===== config.mk =====
export PLATFORM = sky130hd
export DESIGN_NAME = zbt_pix_fetch
export DESIGN_NICKNAME = d
export VERILOG_FILES = /design/src/rtl/zbt_pix_fetch_pkg.sv /design/src/rtl/zbt_lat_pipe.sv /design/src/rtl/zbt_pix_fetch.sv
export SDC_FILE = /design/constraint.sdc
export NUM_CORES = 1
export LEC_CHECK = 0
export CAP_MARGIN = 25
export CELL_PAD_IN_SITES_DETAIL_PLACEMENT = 0
export CELL_PAD_IN_SITES_GLOBAL_PLACEMENT = 2
export CORE_MARGIN = 1.5
export CORE_UTILIZATION = 34
export DETAILED_ROUTE_END_ITERATION = 8
export PLACE_DENSITY_LB_ADDON = 0.3
export RECOVER_POWER = 100
export SYNTH_ARGS = -nofsm -noshare
export SYNTH_HDL_FRONTEND = slang
export SYNTH_HIERARCHICAL = 1
export SYNTH_SLANG_ARGS = --single-unit

===== constraint.sdc =====
create_clock -name clk -period 5.2 [get_ports clk]
set_input_delay 1.3 -clock clk [delete_from_list [all_inputs] [get_ports clk]]
set_output_delay 1.3 -clock clk [all_outputs]
set_load 0.05 [all_outputs]

===== src/rtl/zbt_pix_fetch_pkg.sv =====
// Shared raster geometry, ZBT widths and fetch FSM encoding.
// Also used by the edge stage and the bank-1 writer.
package zbt_pix_fetch_pkg;

  localparam int unsigned H_ACTIVE = 1024;
  localparam int unsigned V_ACTIVE = 768;
  localparam int unsigned ZBT_LAT  = 2;

  localparam int unsigned PIX_W  = 18;
  localparam int unsigned WORD_W = 2 * PIX_W;
  localparam int unsigned ADDR_W = 19;

  typedef logic [WORD_W-1:0] word_t;
  typedef logic [ADDR_W-1:0] zaddr_t;

  typedef enum logic [1:0] {
    ST_IDLE   = 2'd0,
    ST_ACTIVE = 2'd1,
    ST_DRAIN  = 2'd2
  } state_e;

  // Word address of a pixel pair: line * words_per_line + pair index, modulo 2^19.
  function automatic zaddr_t word_addr(input logic [9:0] v, input logic [9:0] h_half,
                                       input int unsigned h_active);
    return zaddr_t'(v) * zaddr_t'(h_active / 2) + zaddr_t'(h_half);
  endfunction

endpackage


===== src/rtl/zbt_lat_pipe.sv =====
// Fixed-depth shift pipe carrying {valid, word address} alongside an outstanding ZBT read.
module zbt_lat_pipe
  import zbt_pix_fetch_pkg::*;
#(
  parameter int unsigned DEPTH = ZBT_LAT
) (
  input  logic   clk_i,
  input  logic   rst_ni,
  input  logic   valid_i,
  input  zaddr_t addr_i,
  output logic   valid_o,
  output zaddr_t addr_o
);

  logic [DEPTH-1:0] valid_q;
  zaddr_t           addr_q [DEPTH];

  always_ff @(posedge clk_i or negedge rst_ni) begin
    if (!rst_ni) begin
      valid_q <= '0;
      for (int unsigned i = 0; i < DEPTH; i++) addr_q[i] <= '0;
    end else begin
      valid_q[0] <= valid_i;
      addr_q[0]  <= addr_i;
      for (int unsigned i = 1; i < DEPTH; i++) begin
        valid_q[i] <= valid_q[i-1];
        addr_q[i]  <= addr_q[i-1];
      end
    end
  end

  assign valid_o = valid_q[DEPTH-1];
  assign addr_o  = addr_q[DEPTH-1];

endmodule


===== src/rtl/zbt_pix_fetch.sv =====
// Raster-driven ZBT bank-0 reader: one 36-bit word per even active pixel, returned
// data realigned with its word address for the edge stage.
module zbt_pix_fetch
  import zbt_pix_fetch_pkg::*;
#(
  parameter int unsigned H_ACT   = H_ACTIVE,
  parameter int unsigned V_ACT   = V_ACTIVE,
  parameter int unsigned LAT_CYC = ZBT_LAT
) (
  input  logic        clk,
  input  logic        reset,
  input  logic        enable,
  input  logic [10:0] hcount,
  input  logic [9:0]  vcount,
  input  logic [35:0] zbt_read_data,
  output logic [18:0] zbt_addr,
  output logic        zbt_we,
  output logic [35:0] two_pixel_vals,
  output logic [18:0] write_addr,
  output logic        pix_valid,
  output logic        frame_done
);

  localparam int unsigned CNT_W = (LAT_CYC > 1) ? $clog2(LAT_CYC) : 1;

  state_e     state_q;
  logic [CNT_W-1:0] drain_cnt_q;
  logic       left_line0_q;
  zaddr_t     zbt_addr_q;
  logic       frame_done_q;
  word_t      pix_q;
  zaddr_t     wr_addr_q;
  logic       pix_valid_q;

  logic       in_active;
  logic       at_origin;
  logic       raster_jump;
  logic       issue;
  logic       last_issue;
  zaddr_t     addr_a;
  logic       tail_valid;
  zaddr_t     tail_addr;

  always_comb begin
    addr_a      = word_addr(vcount, hcount[10:1], H_ACT);
    in_active   = (hcount < 11'(H_ACT)) && (vcount < 10'(V_ACT)) && !hcount[0];
    at_origin   = (hcount == '0) && (vcount == '0);
    // vcount can only return to 0 mid-frame through a raster resync.
    raster_jump = (vcount == '0) && left_line0_q;
    issue       = 1'b0;
    unique case (state_q)
      ST_IDLE:   issue = enable && at_origin;
      ST_ACTIVE: issue = in_active && !raster_jump;
      default:   issue = 1'b0;
    endcase
    last_issue  = issue && (hcount == 11'(H_ACT - 2)) && (vcount == 10'(V_ACT - 1));
  end

  always_ff @(posedge clk or negedge reset) begin
    if (!reset) begin
      state_q      <= ST_IDLE;
      drain_cnt_q  <= '0;
      left_line0_q <= 1'b0;
      zbt_addr_q   <= '0;
      frame_done_q <= 1'b0;
    end else begin
      frame_done_q <= 1'b0;
      if (issue) zbt_addr_q <= addr_a;
      unique case (state_q)
        ST_IDLE: begin
          if (issue) begin
            state_q      <= ST_ACTIVE;
            left_line0_q <= 1'b0;
          end
        end
        ST_ACTIVE: begin
          if (raster_jump) begin
            state_q <= ST_IDLE;
          end else if (last_issue) begin
            state_q     <= ST_DRAIN;
            drain_cnt_q <= '0;
          end else if (vcount != '0) begin
            left_line0_q <= 1'b1;
          end
        end
        ST_DRAIN: begin
          // Pulse lands together with the final pix_valid of the frame.
          if (drain_cnt_q == CNT_W'(LAT_CYC - 1)) begin
            frame_done_q <= 1'b1;
            state_q      <= ST_IDLE;
          end else begin
            drain_cnt_q <= drain_cnt_q + CNT_W'(1);
          end
        end
        default: state_q <= ST_IDLE;
      endcase
    end
  end

  zbt_lat_pipe #(
    .DEPTH (LAT_CYC)
  ) u_pipe (
    .clk_i   (clk),
    .rst_ni  (reset),
    .valid_i (issue),
    .addr_i  (addr_a),
    .valid_o (tail_valid),
    .addr_o  (tail_addr)
  );

  always_ff @(posedge clk or negedge reset) begin
    if (!reset) begin
      pix_q       <= '0;
      wr_addr_q   <= '0;
      pix_valid_q <= 1'b0;
    end else begin
      pix_valid_q <= tail_valid;
      if (tail_valid) begin
        pix_q     <= zbt_read_data;
        wr_addr_q <= tail_addr;
      end
    end
  end

  assign zbt_addr       = zbt_addr_q;
  assign zbt_we         = 1'b0;
  assign two_pixel_vals = pix_q;
  assign write_addr     = wr_addr_q;
  assign pix_valid      = pix_valid_q;
  assign frame_done     = frame_done_q;

endmodule


==> results.txt, run 1 <==
----------------------------------------------------
[Clocking]
  Cts hold-fix bufs ... 0
  Clock Tree Buf Depth ... 2
  Clock root buffer ... sky130_fd_sc_hd__clkbuf_16
  Buffers inserted during post-CTS setup optimization ... 0
  TritonCTS Sinks ... 120
  Number of clock buffers inserted by TritonCTS ... 17
  Clock tree from TritonCTS ... done
  H-tree levels ... 4
  CTS-repair resized insts ... 0
  Worst-skew pair later-pin latency ... 0.41 ns
  Register clock-pin slew on the reported worst setup and hold paths ... 0.06 ns

[Global routing]
  Total GRT Usage ... 13.49%
  Wire length of the first global-routing pass ... 14,410 um
  Grt total ovfl ... 0
  Number of antenna violations at the first check in global routing ... 0
  Pin count of the biggest net entering global routing ... 57
  Number of global-route vias before repair ... 2,685

[Floorplan]
  Die H ... 117.7 um
  Initial Util ... 35.19%
  Die area ... 13,860 um2
  Chip width ... 117.7 um
  Placeable Area ... 12,720 um2
  Top-level port count ... 137
  Site row count ... 41

[Placement]
  Weighted congestion reported at the end of routability-driven placement ... 0.8751
  Post-Place Setup Slack ... 1.443 ns
  Final HPWL DP ... 6087 um
  Number of placed instances, taps included ... 558
  Total of buffers placed on input and output ports ... 135

[Worst setup path]
  Category of the most critical setup path ... input port to register
  Kind of cell adding the most delay to the critical path ... simple AND/OR/NAND/NOR gates
  Register-to-register path setup slack ... 2.10 ns
  Cell-by-cell listing of the critical path ... dlygate4sd3_1 -> nor4_1 -> and3_1 -> a21oi_1 -> nor2b_4 -> mux2_1
  Crit-path slowest cell ... sky130_fd_sc_hd__dlygate4sd3_1
  Worst Setup End Kind ... register
  WP data required ... 5.48 ns
  Delay contributed by the slowest stage of the critical path ... 0.62 ns
  Arrival @ worst endpoint ... 3.61 ns
  Critical Path Fanout Max ... 20
  Instance count on the critical path ... 6
  Number of buffer and inverter stages on the critical path ... 1
  Nature of the critical path startpoint ... input port
  Length in cells of the worst reg-to-reg path ... 2

[Logic synthesis]
  Mean post-synth cell area ... 16.22 um2
  Most used standard cell by instance count after synthesis ... sky130_fd_sc_hd__dfrtp_1
  Post-synthesis register bit count ... 120
  Largest cells by area after synthesis ... sky130_fd_sc_hd__dfrtp_1 (67%), sky130_fd_sc_hd__mux2_2 (14%), sky130_fd_sc_hd__mux2_4 (6.4%)
  Portion of the post-synthesis area used by sequential elements ... 67.08%
  Synth async-reset ratio ... 100.0%
  Nets in the synthesized netlist ... 338
  Share of the synthesized area in the top cell type ... 67.08%
  Post-synthesis cell type with the largest combined area ... sky130_fd_sc_hd__dfrtp_1
  Primary FF master, synth ... sky130_fd_sc_hd__dfrtp_1
  Post-synthesis cell count ... 276
  EDFF count, synth ... 0
  Synthesis Warnings ... 6
  Area of the mapped netlist ... 4477 um2
  Number of different library cells in the post-synthesis netlist ... 30
  Synth cell count leaders ... sky130_fd_sc_hd__dfrtp_1 (120), sky130_fd_sc_hd__mux2_2 (55), sky130_fd_sc_hd__buf_4 (20), sky130_fd_sc_hd__mux2_4 (19), sky130_fd_sc_hd__nand2_1 (7)

[Outcome]
  Failing checks ... capacitance limit, slew limit
  Result of the run ... complete, but fails checks

[Hold path]
  Depth of the worst hold-timing path ... 0
  Path category of the worst min-delay check ... register to register

[STA]
  Fmax achieved ... 300.7 MHz
  TNS Setup ... 0 ns
  Setup slack of the critical path after layout ... 1.874 ns
  Unrepaired setup endpoints after global routing ... false
  Final count of hold timing violations ... 0
  Number of failing setup endpoints in the final timing report ... 0
  Final critical delay including setup and external delays ... 3.326 ns
  Max_slew headroom ... -102.5%
  Tcrit/Tclk final ... 63.96%
  Worst-Margin Slew ... 3.037 ns
  Max-slew violation count ... 101
  Final hold slack ... 0.3455 ns
  Clock Skews ... 0.008773 ns

[Power]
  Peak VDD IR ... 186.0 uV
  Total power after layout ... 2.348 mW
  Ratio of total power to cell area ... 368.8 nW/um2
  Leak Pwr ... 3.112 nW

[Detailed routing]
  Average via count per standard cell ... 4.417
  Detailed-router iteration count before antenna repair ... 4
  Number of remaining DRC errors ... 0
  Wire length reported by the detailed router ... 8493 um
  Antenna-violating nets left ... 0
  Drt first-iter violations ... 139
  Average wire per cell in the routed design ... 14.39 um
  Routed vias ... 2,606

[Run]
  Number of violations of the max-capacitance limit ... 2

[Layout]
  Fill cell count ... 1,197
  Post-route insts no fill ... 590
  Layout cell share with drive strength beyond 1 ... 22.01%
  Area growth from synthesis to layout ... 42.23%
  Fin nets ... 467
  Number of antenna cells inserted ... 0

----------------------------------------------------
==> layer usage <==
| layer | global-route usage, % | vias up | routed length (um) |
|---|---|---|---|
| met5 | 0 | - | 0 |
| met4 | 5.488 | 0 | 99 |
| met3 | 5.669 | 8 | 566 |
| met2 | 18.75 | 103 | 3803 |
| met1 | 18.53 | 1283 | 4024 |
| li1 | - | 1212 | - |
==> area by class of cell <==
type,instances,area [um2],share of cell area (%)
tap,172,215.2,3.380
multi-input combinational,126,1182,18.57
inverter,2,7.507,0.1179
clock inverter,15,168.9,2.653
sequential,120,3004,47.18
timing repair buffer,138,1364,21.42
clock buffer,17,425.4,6.681
==> report_power, final <==
part           internal (mW)  switching [mW]  total, mW
Sequential             0.973          0.0137      0.987
Combinational         0.0824           0.129      0.211
Clock                  0.716           0.435       1.15
Total                   1.77           0.577       2.35
==> worst paths after layout <==
check,startpoint,end
max reg2reg,u_pipe/valid_q[1],two_pixel_vals[5]
max,vcount[5],zbt_addr[8]
min in group asynchronous,reset,two_pixel_vals[13]
min reg2reg,u_pipe/addr_q[27],u_pipe/addr_o[8]
max in group asynchronous,reset,u_pipe/valid_q[1]
min,u_pipe/addr_q[27],u_pipe/addr_o[8]
==> per-stage QoR <==
stage                     utilization, %  cell area [um2]
after floorplan                        -             4477
after global placement             46.00             5852
after detailed placement           46.00             5852
after CTS                          50.67             6446
after global routing               50.05             6367
final                              50.05             6367
==> worst register-to-register path: stages, from the launching register on <==
cell and delay, ns:
sky130_fd_sc_hd__dfrtp_2 0.33, sky130_fd_sc_hd__clkbuf_1 2.15, sky130_fd_sc_hd__mux2_2 0.51
==> cells in the final DEF, fill, tap and decap left out, types with 3 or more instances in the layout <==
master and instances:
sky130_fd_sc_hd__clkdlybuf4s50_1 47, sky130_fd_sc_hd__nor4_1 3, sky130_fd_sc_hd__nor2_1 6, sky130_fd_sc_hd__xnor2_1 4, sky130_fd_sc_hd__nand4_1 6, sky130_fd_sc_hd__mux2_1 19, sky130_fd_sc_hd__dlygate4sd3_1 87, sky130_fd_sc_hd__mux2_2 55
sky130_fd_sc_hd__inv_6 5, sky130_fd_sc_hd__xor2_1 4, sky130_fd_sc_hd__clkinv_4 3, sky130_fd_sc_hd__dfrtp_1 119, sky130_fd_sc_hd__clkbuf_16 17, sky130_fd_sc_hd__clkinvlp_4 3, sky130_fd_sc_hd__nand2_1 7
==> registers in the layout, indices dropped and copies added, names as in the netlist, 2 cells and up <==
register,count
two_pixel_vals,36
u_pipe/addr_q,19
write_addr,19
u_pipe/valid_q,2
u_pipe/addr_o,19
zbt_addr,19
state_q,2
==> kinds of logic (layout without fill, tap and decap cells) <==
group,Yosys count,count (layout),synth area share [%]
AOI/OAI and AO/OA,6,6,1.146
buffers and inverters,30,172,4.919
muxes,74,74,20.21
other,1,1,0.08377
and+or+nand+nor,35,35,4.444
DFF,120,120,67.08
xor gates and xnor gates,8,8,1.565
adders and majority gates,2,2,0.5589
(Power assumes the default switching activity.)
==> run 2, diff against run 1 <==
Settings changed: CORE_UTILIZATION 34 to 32.
Clock period 5.2 ns to 3.1 ns, I/O delays scaled along.
==> run 2 against run 1 <==
Against the previous run:
- the flow now finishes without violations
- flip-flop and latch count stayed put
- sequential share of layout area is 0.74 points lower
- count of clock-buffer cells in the layout unchanged
- die area is 6.1% higher
- final area is 1.6% higher
- sequential power is 68% higher
- combinational power grew 70%
- wire length rose by 3.9%
- first-iteration DRC count grew 5.0%
- critical path type unchanged
==> results.txt, run 2 (synthesized netlist as in run 1, its figures left out) <==
----------------------------------------------------
[Global routing]
  Number of global-route vias before repair ... 2,644
  Pin count of the biggest net entering global routing ... 49
  Number of antenna violations at the first check in global routing ... 0
  Grt total ovfl ... 0
  Total GRT Usage ... 12.44%
  Wire length of the first global-routing pass ... 13,850 um

[Worst setup path]
  Delay contributed by the slowest stage of the critical path ... 0.63 ns
  Worst Setup End Kind ... register
  Critical Path Fanout Max ... 7
  Crit-path slowest cell ... sky130_fd_sc_hd__dlygate4sd3_1
  WP data required ... 3.38 ns
  Number of buffer and inverter stages on the critical path ... 2
  Category of the most critical setup path ... input port to register
  Arrival @ worst endpoint ... 3.03 ns
  Kind of cell adding the most delay to the critical path ... simple AND/OR/NAND/NOR gates
  Nature of the critical path startpoint ... input port
  Cell-by-cell listing of the critical path ... dlygate4sd3_1 -> nor4_1 -> and3_1 -> a21oi_1 -> nor2b_1 -> clkbuf_2 -> mux2_1

[Clocking]
  Clock root buffer ... sky130_fd_sc_hd__clkbuf_16
  TritonCTS Sinks ... 120
  Clock Tree Buf Depth ... 2
  Cts hold-fix bufs ... 0
  Worst-skew pair later-pin latency ... 0.40 ns
  Clock tree from TritonCTS ... done
  Register clock-pin slew on the reported worst setup and hold paths ... 0.06 ns
  Number of clock buffers inserted by TritonCTS ... 17
  H-tree levels ... 4
  CTS-repair resized insts ... 0
  Buffers inserted during post-CTS setup optimization ... 0

[Detailed routing]
  Antenna-violating nets left ... 0
  Wire length reported by the detailed router ... 8820 um
  Drt first-iter violations ... 146
  Routed vias ... 2,641
  Average via count per standard cell ... 4.387
  Detailed-router iteration count before antenna repair ... 4
  Average wire per cell in the routed design ... 14.65 um
  Number of remaining DRC errors ... 0

[STA]
  Fmax achieved ... 363.4 MHz
  Worst-Margin Slew ... 1.156 ns
  Number of failing setup endpoints in the final timing report ... 0
  Max_slew headroom ... 22.96%
  Final critical delay including setup and external delays ... 2.751 ns
  Setup slack of the critical path after layout ... 0.3486 ns
  TNS Setup ... 0 ns
  Unrepaired setup endpoints after global routing ... false
  Tcrit/Tclk final ... 88.76%
  Final count of hold timing violations ... 0
  Clock Skews ... 0.005750 ns
  Max-slew violation count ... 0

[Placement]
  Number of placed instances, taps included ... 570
  Total of buffers placed on input and output ports ... 135
  Post-Place Setup Slack ... 0.2284 ns
  Weighted congestion reported at the end of routability-driven placement ... 0.7941
  Final HPWL DP ... 6472 um

[Floorplan]
  Placeable Area ... 13,770 um2
  Die area ... 14,710 um2
  Initial Util ... 32.50%
  Chip width ... 121.3 um
  Site row count ... 43
  Die H ... 121.3 um
  Top-level port count ... 137

[Power]
  Leak Pwr ... 3.167 nW
  Ratio of total power to cell area ... 633.9 nW/um2
  Total internal power ... 3.136 mW
  Seq pwr share ... 40.4%
  Power share of the combinational group ... 8.7%
  P_sw ... 0.9625 mW
  Clk network pwr share ... 50.9%
  Net switching fraction of the power ... 23.48%
  Peak VDD IR ... 369.8 uV

[Layout]
  Fill cell count ... 1,251
  Layout cell share with drive strength beyond 1 ... 23.70%
  Flip-flop count of the largest register, all copies and words added ... 36
  Fin nets ... 471
  Area taken by multi-input logic gates ... 1190 um2
  Area growth from synthesis to layout ... 44.44%
  Commonest cells after routing, fill and taps aside ... sky130_fd_sc_hd__dfrtp_1 (120), sky130_fd_sc_hd__dlygate4sd3_1 (87), sky130_fd_sc_hd__mux2_2 (55)
  Post-route insts no fill ... 602
  Number of antenna cells inserted ... 0
  Register cell area after layout ... 3003 um2
  Commonest non-fill, non-tap cell in the layout ... sky130_fd_sc_hd__dfrtp_1

[Hold path]
  Path category of the worst min-delay check ... register to register

[Run]
  Number of violations of the max-capacitance limit ... 0

[Outcome]
  Result of the run ... completed

----------------------------------------------------
## run 2: per-layer routing
metal  share of wire [%]  up-vias  GRT usage [%]
met5                   0        -              0
met4                 1.2        0          5.294
met3                 6.1        9          4.323
met2                  48       90          18.57
met1                  45     1320          16.41
li1                    -     1222              -
## run 2: area by class of cell
class	count	area share, %
well taps	180	3.483
multi-input cells	126	18.40
clock buffers	17	6.579
clock inverters	15	3.309
inverters	2	0.1161
flip-flops and latches	120	46.44
repair buffers	142	21.67
## run 2: path summary, 6_finish.rpt
| path | startpoint | end | slack [ns] | cells past startpoint |
|---|---|---|---|---|
| setup / recovery | vcount[4] | zbt_addr[5] | 0.35 | 7 |
| hold / removal | u_pipe/addr_q[25] | u_pipe/addr_o[6] | 0.35 | 0 |
| setup reg to reg | u_pipe/valid_q[1] | two_pixel_vals[13] | 0.85 | 2 |
| hold reg to reg | u_pipe/addr_q[25] | u_pipe/addr_o[6] | 0.35 | 0 |
| max in group asynchronous | reset | two_pixel_vals[7] | 0.79 | 2 |
| min in group asynchronous | reset | two_pixel_vals[28] | 0.56 | 1 |
## run 2: through the flow
| step | hold WS, ns | util [%] | instance area, um2 | total power [mW] |
|---|---|---|---|---|
| 2_1_floorplan | 0.3312 | - | 4477 | 1.879 |
| 3_3_place_gp | 0.3342 | 42.96 | 5917 | 2.070 |
| 3_5_place_dp | 0.3347 | 42.96 | 5917 | 2.075 |
| 4_1_cts | 0.3471 | 47.60 | 6556 | 4.183 |
| 5_1_grt | 0.3608 | 46.95 | 6466 | 4.253 |
| 6_report | 0.3466 | 46.95 | 6466 | 4.099 |
## run 2: power by group through the flow
stage / sequential, mW / combinational, mW / clock (mW)
CTS: 1.66 / 0.389 / 2.13
global route: 1.66 / 0.380 / 2.21
finish: 1.66 / 0.358 / 2.08
floorplan: 1.81 / 0.0724 / 0
detailed placement: 1.69 / 0.388 / 0
global placement: 1.68 / 0.386 / 0
==> run 3, diff against run 2 <==
Settings changed: CORE_UTILIZATION 32 to 34.
Clock period 3.1 ns to 3.5 ns, I/O delays scaled along.
==> run 3 against run 2 <==
Against the previous run:
- the run now ends with capacitance limit, slew limit left
- register-to-register slack worse by 0.05 ns
- core utilization is 3.3 points higher
- non-clock buffer count is 3 lower
- clock skew hardly changed
- final cell count is 1.8% lower
- critical path depth stayed put
==> results.txt, run 3 (synthesized netlist as in run 1, its figures left out) <==
----------------------------------------------------
[Outcome]
  Result of the run ... complete, but fails checks
  Failing checks ... capacitance limit, slew limit

[STA]
  TNS Setup ... 0 ns
  Final count of hold timing violations ... 0
  Max_slew headroom ... -55.81%
  Clock Skews ... 0.005876 ns
  Final hold slack ... 0.3445 ns
  Number of failing setup endpoints in the final timing report ... 0
  Final critical delay including setup and external delays ... 2.708 ns
  Tcrit/Tclk final ... 77.37%
  Fmax achieved ... 369.3 MHz
  Unrepaired setup endpoints after global routing ... false
  Max-slew violation count ... 89
  Worst-Margin Slew ... 2.337 ns

[Layout]
  Commonest cells after routing, fill and taps aside ... sky130_fd_sc_hd__dfrtp_1 (120), sky130_fd_sc_hd__dlygate4sd3_1 (87), sky130_fd_sc_hd__mux2_2 (55)
  Fill cell count ... 1,192
  Commonest non-fill, non-tap cell in the layout ... sky130_fd_sc_hd__dfrtp_1
  Area taken by multi-input logic gates ... 1179 um2
  Register cell area after layout ... 3003 um2
  Area growth from synthesis to layout ... 42.76%
  Flip-flop count of the largest register, all copies and words added ... 36
  Layout cell share with drive strength beyond 1 ... 21.96%
  Number of antenna cells inserted ... 0
  Fin nets ... 468

[Clocking]
  H-tree levels ... 4
  Buffers inserted during post-CTS setup optimization ... 0
  TritonCTS Sinks ... 120
  Cts hold-fix bufs ... 0
  Worst-skew pair later-pin latency ... 0.40 ns
  Number of clock buffers inserted by TritonCTS ... 17
  Clock root buffer ... sky130_fd_sc_hd__clkbuf_16
  Clock tree from TritonCTS ... done
  Clock Tree Buf Depth ... 2
  CTS-repair resized insts ... 0
  Register clock-pin slew on the reported worst setup and hold paths ... 0.05 ns

[Hold path]
  Path category of the worst min-delay check ... register to register
  Depth of the worst hold-timing path ... 0

[Power]
  Ratio of total power to cell area ... 541.5 nW/um2
  Peak VDD IR ... 324.2 uV
  Leak Pwr ... 3.113 nW

[Detailed routing]
  Routed vias ... 2,619
  Average via count per standard cell ... 4.431
  Detailed-router iteration count before antenna repair ... 6
  Average wire per cell in the routed design ... 14.40 um
  Wire length reported by the detailed router ... 8508 um
  Drt first-iter violations ... 115
  Antenna-violating nets left ... 0
  Number of remaining DRC errors ... 0

[Global routing]
  Pin count of the biggest net entering global routing ... 48
  Number of global-route vias before repair ... 2,738
  Total GRT Usage ... 13.40%
  Number of antenna violations at the first check in global routing ... 0
  GR met2 Demand/Resource ... 19.15%
  Met3 routing resource usage after global routing ... 4.506%
  Wire length of the first global-routing pass ... 14,350 um
  Grt total ovfl ... 0
  Global Route met1 Usage ... 18.01%
  GRT busiest layer ... met2

[Worst setup path]
  Nature of the critical path startpoint ... input port
  Critical Path Fanout Max ... 20
  Arrival @ worst endpoint ... 2.99 ns
  Length in cells of the worst reg-to-reg path ... 2
  WP data required ... 3.78 ns
  Category of the most critical setup path ... input port to register
  Worst Setup End Kind ... register

[Floorplan]
  Top-level port count ... 137
  Die area ... 13,860 um2
  Initial Util ... 35.19%
  Die H ... 117.7 um
  Chip width ... 117.7 um
  Placeable Area ... 12,720 um2
  Site row count ... 41

[Placement]
  Weighted congestion reported at the end of routability-driven placement ... 0.8101
  Total of buffers placed on input and output ports ... 135
  Final HPWL DP ... 6143 um

[Run]
  Number of violations of the max-capacitance limit ... 2

----------------------------------------------------
run 3: critical path, cell delays in order:
cell	delay, ns
sky130_fd_sc_hd__dlygate4sd3_1	0.59
sky130_fd_sc_hd__or4_1	0.55
sky130_fd_sc_hd__nor3_1	0.14
sky130_fd_sc_hd__nand4_1	0.15
sky130_fd_sc_hd__nor2b_1	0.20
sky130_fd_sc_hd__buf_12	0.16
sky130_fd_sc_hd__mux2_1	0.32
run 3: worst paths after layout:
kind                                         from                 end  slack, ns
max in group asynchronous                   reset  two_pixel_vals[27]       0.90
worst min-delay path            u_pipe/addr_q[25]    u_pipe/addr_o[6]       0.34
worst max-delay path                   hcount[10]        zbt_addr[12]       0.79
min in group asynchronous                   reset  two_pixel_vals[13]       1.17
worst max register to register  u_pipe/valid_q[1]      write_addr[11]       0.80
worst min register to register  u_pipe/addr_q[25]    u_pipe/addr_o[6]       0.34
run 3: final cells by class:
| class | count | area share (%) |
|---|---|---|
| multi-input cells | 126 | 18.44 |
| clock inverters | 14 | 2.369 |
| flip-flops and latches | 120 | 46.99 |
| clock buffers | 18 | 6.872 |
| inverters | 2 | 0.1175 |
| repair buffers | 139 | 21.85 |
| well taps | 172 | 3.367 |
run 3: routing by layer:
layer  wire (um)  vias to the layer above
li1            -                     1225
met5           0                        -
met1        3907                     1267
met2        3831                      112
met3         568                       15
met4         200                        0
run 3: power breakdown:
| group | leakage, nW | internal [mW] | switching (mW) |
|---|---|---|---|
| registers | 1.55 | 1.45 | 0.0202 |
| clock network | 0.275 | 1.07 | 0.612 |
| logic | 1.29 | 0.125 | 0.191 |
run 3: stage by stage:
stage	utilization, %	power [mW]	worst slack [ns]	instance area, um2	instances
2_1_floorplan	-	1.664	1.120	4477	276
3_3_place_gp	46.25	1.831	0.5650	5884	559
3_5_place_dp	46.25	1.834	0.4743	5884	559
4_1_cts	50.90	3.541	0.8949	6475	591
5_1_grt	50.24	3.608	0.3760	6391	591
6_report	50.24	3.461	0.7920	6391	591
